## config.mk

```make
export PLATFORM = sky130hd
export DESIGN_NAME = loop_issuer
export DESIGN_NICKNAME = d
export VERILOG_FILES = /design/src/rtl/loop_issuer_pkg.sv /design/src/rtl/loop_issuer_idx_wrap_cnt.sv /design/src/rtl/loop_issuer.sv
export SDC_FILE = /design/constraint.sdc
export NUM_CORES = 1
export LEC_CHECK = 0
export CAP_MARGIN = 30
export CORE_ASPECT_RATIO = 0.5
export CORE_MARGIN = 1
export CORE_UTILIZATION = 51
export DETAILED_ROUTE_END_ITERATION = 10
export PLACE_DENSITY = 0.87
export SETUP_SLACK_MARGIN = 0.4
export SLEW_MARGIN = 20
export SYNTH_ARGS = -nofsm -noshare
export SYNTH_HDL_FRONTEND = slang
export SYNTH_SLANG_ARGS = --single-unit
```

## constraint.sdc

```tcl
create_clock -name clk -period 2.3 [get_ports clk]
set_input_delay 0.46 -clock clk [delete_from_list [all_inputs] [get_ports clk]]
set_output_delay 0.46 -clock clk [all_outputs]
set_load 0.03 [all_outputs]
```

## src/rtl/loop_issuer_pkg.sv

```systemverilog
// Shared types and helpers for the loop_issuer two-level sweep sequencer.
package loop_issuer_pkg;

  typedef enum logic [1:0] {
    ST_IDLE = 2'd0,
    ST_RUN  = 2'd1,
    ST_FIN  = 2'd2
  } state_e;

  // Terminal index of a loop with the given trip count.
  function automatic int term_idx(input int trip);
    return trip - 1;
  endfunction

endpackage

```

## src/rtl/loop_issuer_idx_wrap_cnt.sv

```systemverilog
// Single-level index counter: counts 0..MAX_VAL, wraps to 0, flags the terminal value.
module idx_wrap_cnt #(
  parameter int              CW      = 16,
  parameter logic [CW-1:0]   MAX_VAL = '0
) (
  input  logic          clk,
  input  logic          rst_n,
  input  logic          i_inc,
  input  logic          i_clear,
  output logic [CW-1:0] o_value,
  output logic          o_at_max
);

  logic [CW-1:0] r_value;

  // NOTE: sequential state uses non-blocking assignments so every flop samples pre-edge values.
  always_ff @(posedge clk or negedge rst_n) begin
    if (!rst_n) begin
      r_value <= '0;
    end else if (i_clear) begin
      r_value <= '0;
    end else if (i_inc) begin
      r_value <= o_at_max ? '0 : r_value + CW'(1);
    end
  end

  assign o_value  = r_value;
  assign o_at_max = (r_value == MAX_VAL);

endmodule

```

## src/rtl/loop_issuer.sv

```systemverilog
// Two-level (row, col) loop sequencer with valid/ready beats and a single-cycle done pulse.
module loop_issuer
  import loop_issuer_pkg::*;
#(
  parameter int CW      = 16,
  parameter int ROW_MAX = 4,
  parameter int COL_MAX = 4
) (
  input  logic          clk,
  input  logic          rst,
  input  logic          start,
  input  logic          clean,
  input  logic          ready,
  output logic          valid,
  output logic [CW-1:0] row,
  output logic [CW-1:0] col,
  output logic          last,
  output logic          busy,
  output logic          done
);

  localparam logic [CW-1:0] ROW_LAST = CW'(term_idx(ROW_MAX));
  localparam logic [CW-1:0] COL_LAST = CW'(term_idx(COL_MAX));

  state_e r_state;
  logic   r_valid;
  logic   r_busy;
  logic   r_done;

  logic w_xfer;
  logic w_last;
  logic w_col_at_max;
  logic w_row_at_max;
  logic w_col_inc;
  logic w_row_inc;
  logic w_clear;

  assign w_xfer    = r_valid & ready;
  assign w_last    = r_valid & w_row_at_max & w_col_at_max;
  // The final beat leaves both indices in place so FIN still shows them.
  assign w_col_inc = w_xfer & ~w_last;
  assign w_row_inc = w_col_inc & w_col_at_max;
  assign w_clear   = clean | (r_state == ST_FIN);

  idx_wrap_cnt #(.CW(CW), .MAX_VAL(COL_LAST)) u_col_cnt (
    .clk      (clk),
    .rst_n    (rst),
    .i_inc    (w_col_inc),
    .i_clear  (w_clear),
    .o_value  (col),
    .o_at_max (w_col_at_max)
  );

  idx_wrap_cnt #(.CW(CW), .MAX_VAL(ROW_LAST)) u_row_cnt (
    .clk      (clk),
    .rst_n    (rst),
    .i_inc    (w_row_inc),
    .i_clear  (w_clear),
    .o_value  (row),
    .o_at_max (w_row_at_max)
  );

  always_ff @(posedge clk or negedge rst) begin
    if (!rst) begin
      r_state <= ST_IDLE;
      r_valid <= 1'b0;
      r_busy  <= 1'b0;
      r_done  <= 1'b0;
    end else begin
      r_done <= 1'b0;
      if (clean) begin
        // Abort wins over the handshake, so a coinciding last beat never yields done.
        r_state <= ST_IDLE;
        r_valid <= 1'b0;
        r_busy  <= 1'b0;
      end else begin
        case (r_state)
          ST_IDLE: begin
            if (start) begin
              r_state <= ST_RUN;
              r_valid <= 1'b1;
              r_busy  <= 1'b1;
            end
          end
          ST_RUN: begin
            if (w_xfer && w_last) begin
              r_state <= ST_FIN;
              r_valid <= 1'b0;
              r_done  <= 1'b1;
            end
          end
          ST_FIN: begin
            r_state <= ST_IDLE;
            r_busy  <= 1'b0;
          end
          default: begin
            r_state <= ST_IDLE;
            r_valid <= 1'b0;
            r_busy  <= 1'b0;
          end
        endcase
      end
    end
  end

  assign valid = r_valid;
  assign busy  = r_busy;
  assign done  = r_done;
  assign last  = w_last;

endmodule
```

After elaboration in Yosys (flattened, before gate mapping)
Cells that the tools add are included.
W data, S select, Z words.

storage, ports and cells
  flip-flop bits (word level) = 37
  bits of input ports = 5
  output and inout port bits = 36

cells by class
  mux-type cells = 19
  bitwise operators = 7
  equal/unequal tests = 8
  $add $sub $neg = 2
  reductions and logical operators = 7

operator list
  operator                 count
  $mux W16                 6
  $add A16 B1 Y16 const B  2
  $eq A16 B2 Y1 const B    2
  $mux W1                  7
  $mux W2                  3
  $ne A3 B3 Y1 const B     2
  $and A1 B1 Y1            5
  $ne A2 B2 Y1 const B     2
  $pmux W2 S2              1
  $reduce_and A2 Y1        2
  $reduce_bool A2 Y1       2
  $pmux W1 S3              1
  $reduce_and A3 Y1        1
  $eq A2 B1 Y1 const B     1
  $eq A2 B2 Y1 const B     1
  $logic_not A2 Y1         1
  $pmux W1 S2              1
  $logic_and A1 B1 Y1      1
  $not A1 Y1               1
  $or A1 B1 Y1             1

Depth between registers and ports, before layout
  depth in word-level cells = 8
  depth in mapped cells = 8
  mapped depth without buffers = 6

Modules after synthesis
Synthesis repeated with hierarchy kept, for this count alone.

second synthesis, totals
  cells, all modules = 201
  area total of the unflattened synthesis = 2,083.2 sq um

modules (own cells, without submodules)
  module        cells an instance  times used  area an instance (sq um)
  idx_wrap_cnt  89                 2           914.6
  loop_issuer   23                 1           254.0

Least setup slack after synthesis
No wires, ideal clock.

  kind = register to register
  from = register u_row_cnt.r_value[0], in the netlist u_row_cnt.o_value[0]
  to = register u_col_cnt.r_value[10], in the netlist u_col_cnt.o_value[10]
  setup time = 0.077 ns
  setup slack = 0.072 ns
  arrival time = 2.151 ns
  clock period less this slack = 2.228 ns
  stages on the path, launching flop included = 9
  cells stage by stage = dfrtp_1 > ha_1 > nor4b_1 > and4_1 > buf_6 > a21o_1 > buf_6 > or4_1 > a21oi_1

between the ends
  longest elaborated chain between the ends = 6

ends and longest elaborated chain
  item                                 line                            source
  start, declared                      loop_issuer_idx_wrap_cnt.sv:14  logic [CW-1:0] r_value;
  start signal, assigned               loop_issuer_idx_wrap_cnt.sv:23  r_value <= o_at_max ? '0 : r_value + CW'(1);
  $eq A16 B2 Y1                        loop_issuer_idx_wrap_cnt.sv:28  assign o_at_max = (r_value == MAX_VAL);
  $and A1 B1 Y1 (2 in series)          loop_issuer.sv:39               assign w_last = r_valid & w_row_at_max & w_col_at_max;
  $not A1 Y1                           loop_issuer.sv:41               assign w_col_inc = w_xfer & ~w_last;
  $and A1 B1 Y1                        loop_issuer.sv:41
  $reduce_bool A2 Y1 (no source line)  -
  end signal, assigned                 loop_issuer_idx_wrap_cnt.sv:23
  end, declared                        loop_issuer_idx_wrap_cnt.sv:14

No other way between the ends.
A chain may end at the register's enable or synchronous reset.

Worst setup path after layout
  from = register u_col_cnt.r_value[1], in the netlist u_col_cnt.o_value[1]
  to = output last

between the ends
  longest elaborated chain between the ends = 2

ends and longest elaborated chain
  item           line                            source
  $eq A16 B2 Y1  loop_issuer_idx_wrap_cnt.sv:28
  $and A1 B1 Y1  loop_issuer.sv:39
  end, declared  loop_issuer.sv:17               output logic last,

No other way between the ends.

==> reports/metrics.csv <==
stage,metric,value,unit
run_status,status,finished clean,
synthesis,Post-Synth XOR/XNOR Area,10.3,%
power_and_ir_drop,switching power,0.348,mW
power_and_ir_drop,Clock power frac,38.3,%
sta,Final Critical Period,2.21,ns
power_and_ir_drop,IR Drop Worst-Case VDD,472,uV
synthesis,Syn Area/Cell,9.74,sq um
sta,Fmax,453,MHz
synthesis,simple-gate area share of the yosys netlist,31.8,%
sta,Slew Limit Headroom,63.7,%
grt,total grt overflow,0,
synthesis,asr flop ratio synth,100,%
worst_setup_path,Buf/Inv on CP,1,
routing,final wirelength,8.82,mm
synthesis,adder-cell share of the synthesized area,1.23,%
sta,Fin. Hold Viols,0,
grt,largest net degree at the start of global routing,38,
floorplanning,IO Pins,41,
routing,routed vias,2370,
floorplanning,Die Y,46.7,um
worst_setup_path,CP endpoint kind,output port,
layout,"final std cell area, no fill",3310,sq um
routing,Routed Antenna Nets,0,
clock_tree,Skew-Pair Late Insertion Delay,0.31,ns
clock_tree,CTS max path bufs,2,
placed_design,IO Port Bufs,40,
clock_tree,hold_buf cts,0,
worst_setup_path,Crit Path Max Fanout,2,
synthesis,register area share after synthesis,45.5,%
layout,FILL cells,126,
synthesis,Ys Warns,0,
clock_tree,CTS root buf,clkbuf_8,
layout,fraction of layout cells with a size suffix above 1,37.5,%
worst_setup_path,WP data arrival,1.75,ns
clock_tree,H-Tree Depth,2,
layout,diodes inserted,0,
sta,fin crit share,95.9,%
power_and_ir_drop,Static Leakage,1.71,nW
worst_setup_path,Setup CP Type,flip-flop to output port,
synthesis,compound-cell area share of the yosys netlist,6.08,%
synthesis,Cells after Synth,209,
clock_tree,"Reg clk slew, reported paths",0.08,ns
worst_setup_path,Critical Path Start Type,flip-flop,
layout,"commonest non-fill, non-tap cell in the layout",buf_4,
floorplanning,Die ar.,4260,sq um
worst_setup_path,CP peak stage delay,0.40,ns
clock_tree,total CTS buffers,5,
floorplanning,Core Region,3620,sq um
layout,fin nets,294,
placed_design,Place WS,0.262,ns
placed_design,dpl hpwl,3.48,mm
floorplanning,starting density of the core,56.2,%
power_and_ir_drop,switching part of the total,26.9,%
synthesis,Post-Syn Nets,216,
job,Max Cap Violations,0,
routing,TritonRoute pass-1 iters,7,
routing,Residual DRC,0,
routing,DRT iter0 DRCs,327,
power_and_ir_drop,Power Dens Cells,390,nW/um^2
sta,Slew Limit Fails,0,
grt,initial antenna violation count,0,
synthesis,largest family of logic cells by synthesized area,simple AND/OR/NAND/NOR gates,
placed_design,DP Area,2540,sq um
sta,RSZ-0062 raised after global routing,yes,
layout,register area,942,sq um
floorplanning,# rows,15,
grt,all-layer global routing usage,33.1,%
worst_setup_path,WP data required,1.84,ns
worst_setup_path,CP max-delay cell,dfrtp_2,
sta,final worst slack,0.0936,ns
synthesis,count of cell types in the netlist,40,
layout,area taken by multi-input logic gates,1430,sq um
worst_setup_path,family with the most delay on the worst path,simple AND/OR/NAND/NOR gates,
clock_tree,CTS tree,yes,
floorplanning,die width,91.4,um
routing,routed length per placed instance,26.0,um
synthesis,mux cell area share after synthesis,1.04,%
placed_design,RD Place Congestion,0.838,
sta,Layout Skew,0.00580,ns
worst_setup_path,crit-path cells,"ha_4, nor4b_4, and4_4, and3_4, buf_6",
clock_tree,total clock sinks,37,
power_and_ir_drop,Seq pwr share,51.5,%
grt,global-route wire length before repair,10.2,mm
grt,vias in the first global route,1994,
power_and_ir_drop,Comb power frac,10.2,%
power_and_ir_drop,Pint,0.944,mW
sta,final setup fails,0,
sta,setup_tns,0,ns
layout,Syn-to-layout area delta,62.8,%
min_path,Hold Path Class,input port to async pin,
sta,worst-margin pin slew,0.531,ns
synthesis,Main synth FF type,dfrtp_1,
synthesis,Post-synth EDFFs,0,
layout,most frequent cells in the layout,"34 x buf_4, 31 x nor2_1, 24 x dfrtp_1",
synthesis,synthesized flop and latch total,37,
routing,vias per cell,6.99,
synthesis,Post-Syn Area,2040,sq um
## cells in the mapped netlist (2+ instances only)
| master | number | area (sq um) |
|---|---|---|
| nand2_1 | 11 | 41.3 |
| buf_1 | 2 | 7.51 |
| a31oi_1 | 2 | 12.5 |
| a21o_1 | 2 | 15.0 |
| and3_1 | 6 | 37.5 |
| nor2_1 | 34 | 128 |
| nor4b_1 | 3 | 26.3 |
| o31ai_1 | 2 | 15.0 |
| nand4_1 | 11 | 68.8 |
| ha_1 | 2 | 25.0 |
| xor2_1 | 8 | 70.1 |
| nor3_1 | 5 | 25.0 |
| and4_1 | 7 | 61.3 |
| xnor2_1 | 16 | 140 |
| nand3_1 | 7 | 35.0 |
| buf_6 | 2 | 22.5 |
| or4_1 | 2 | 15.0 |
| a21oi_1 | 6 | 30.0 |
| clkbuf_1 | 3 | 11.3 |
| nor4_2 | 7 | 87.6 |
| buf_2 | 2 | 10.0 |
| buf_4 | 2 | 15.0 |
| dfrtp_1 | 37 | 926 |
| and2_1 | 3 | 18.8 |
| inv_1 | 4 | 15.0 |
| nor4_1 | 9 | 56.3 |
## what timing repair did
item / CTS / global route
cloned: 0 / 1
pin swaps: 10 / 34
resized for setup: 42 / 66
endpoints found under the hold margin: 0 / 0
buffers inserted: 20 / 12
setup endpoints to repair: 36 / 46
## worst paths after layout
check | start | endpoint | slack [ns] | depth (start not counted)
max | u_col_cnt.o_value[1]$_DFFE_PN0P_ | last | 0.09 | 5
min | rst | u_row_cnt.o_value[10]$_DFFE_PN0P_ | 0.60 | 2
max reg2reg | u_col_cnt.o_value[1]$_DFFE_PN0P_ | u_row_cnt.o_value[4]$_DFFE_PN0P_ | 0.17 | 9
min reg2reg | r_state[0]$_DFFE_PN0P_ | r_state[0]$_DFFE_PN0P_ | 0.63 | 1
max in group asynchronous | rst | u_col_cnt.o_value[12]$_DFFE_PN0P_ | 1.32 | 2
min in group clk | r_state[0]$_DFFE_PN0P_ | r_state[0]$_DFFE_PN0P_ | 0.63 | 1
## cell families (layout without fill, tap and decap cells)
family	after synthesis	in the layout
simple gates	110	111
fa+ha+maj	2	2
mux	2	2
compound gates	19	19
buf+inv	15	93
xor+xnor	24	24
flops	37	37
## power by group through the flow
stage          clock network, mW  logic [mW]  registers, mW
2_1_floorplan                  0      0.0354          0.686
3_3_place_gp                   0      0.0855          0.677
3_5_place_dp                   0      0.0889          0.677
4_1_cts                    0.476      0.0985          0.664
5_1_grt                    0.510       0.136          0.666
6_report                   0.494       0.132          0.666
## routing by layer
metal,vias up,GRT usage (%),wire (um),part of all wire [%]
met5,-,0,0,0
met4,0,18.7,606,6.9
met3,82,7.26,1110,13
met2,273,56.4,3860,44
met1,1102,40.9,3240,37
li1,913,-,-,-
## stage by stage
step | total power [mW] | std cells | hold WS, ns | util (%)
after floorplan | 0.721 | 209 | 0.164 | -
after global placement | 0.762 | 298 | 0.518 | 70.2
after detailed placement | 0.766 | 298 | 0.532 | 70.2
after CTS | 1.24 | 326 | 0.543 | 79.6
after global routing | 1.31 | 339 | 0.616 | 91.5
final | 1.29 | 339 | 0.595 | 91.5
## registers in the layout, summed over array words and instances (netlist names)
register / flops
busy: 1
valid: 1
r_state: 2
done: 1
u_row_cnt.o_value: 16
u_col_cnt.o_value: 16
## layout make-up
cell class / count / area share [%]
inverters: 4 / 0.453
clock buffers: 8 / 2.72
well taps: 51 / 1.93
repair buffers: 81 / 23.4
multi-input cells: 158 / 43.1
flip-flops and latches: 37 / 28.4
Note: power is estimated with default switching activity, not from simulation.
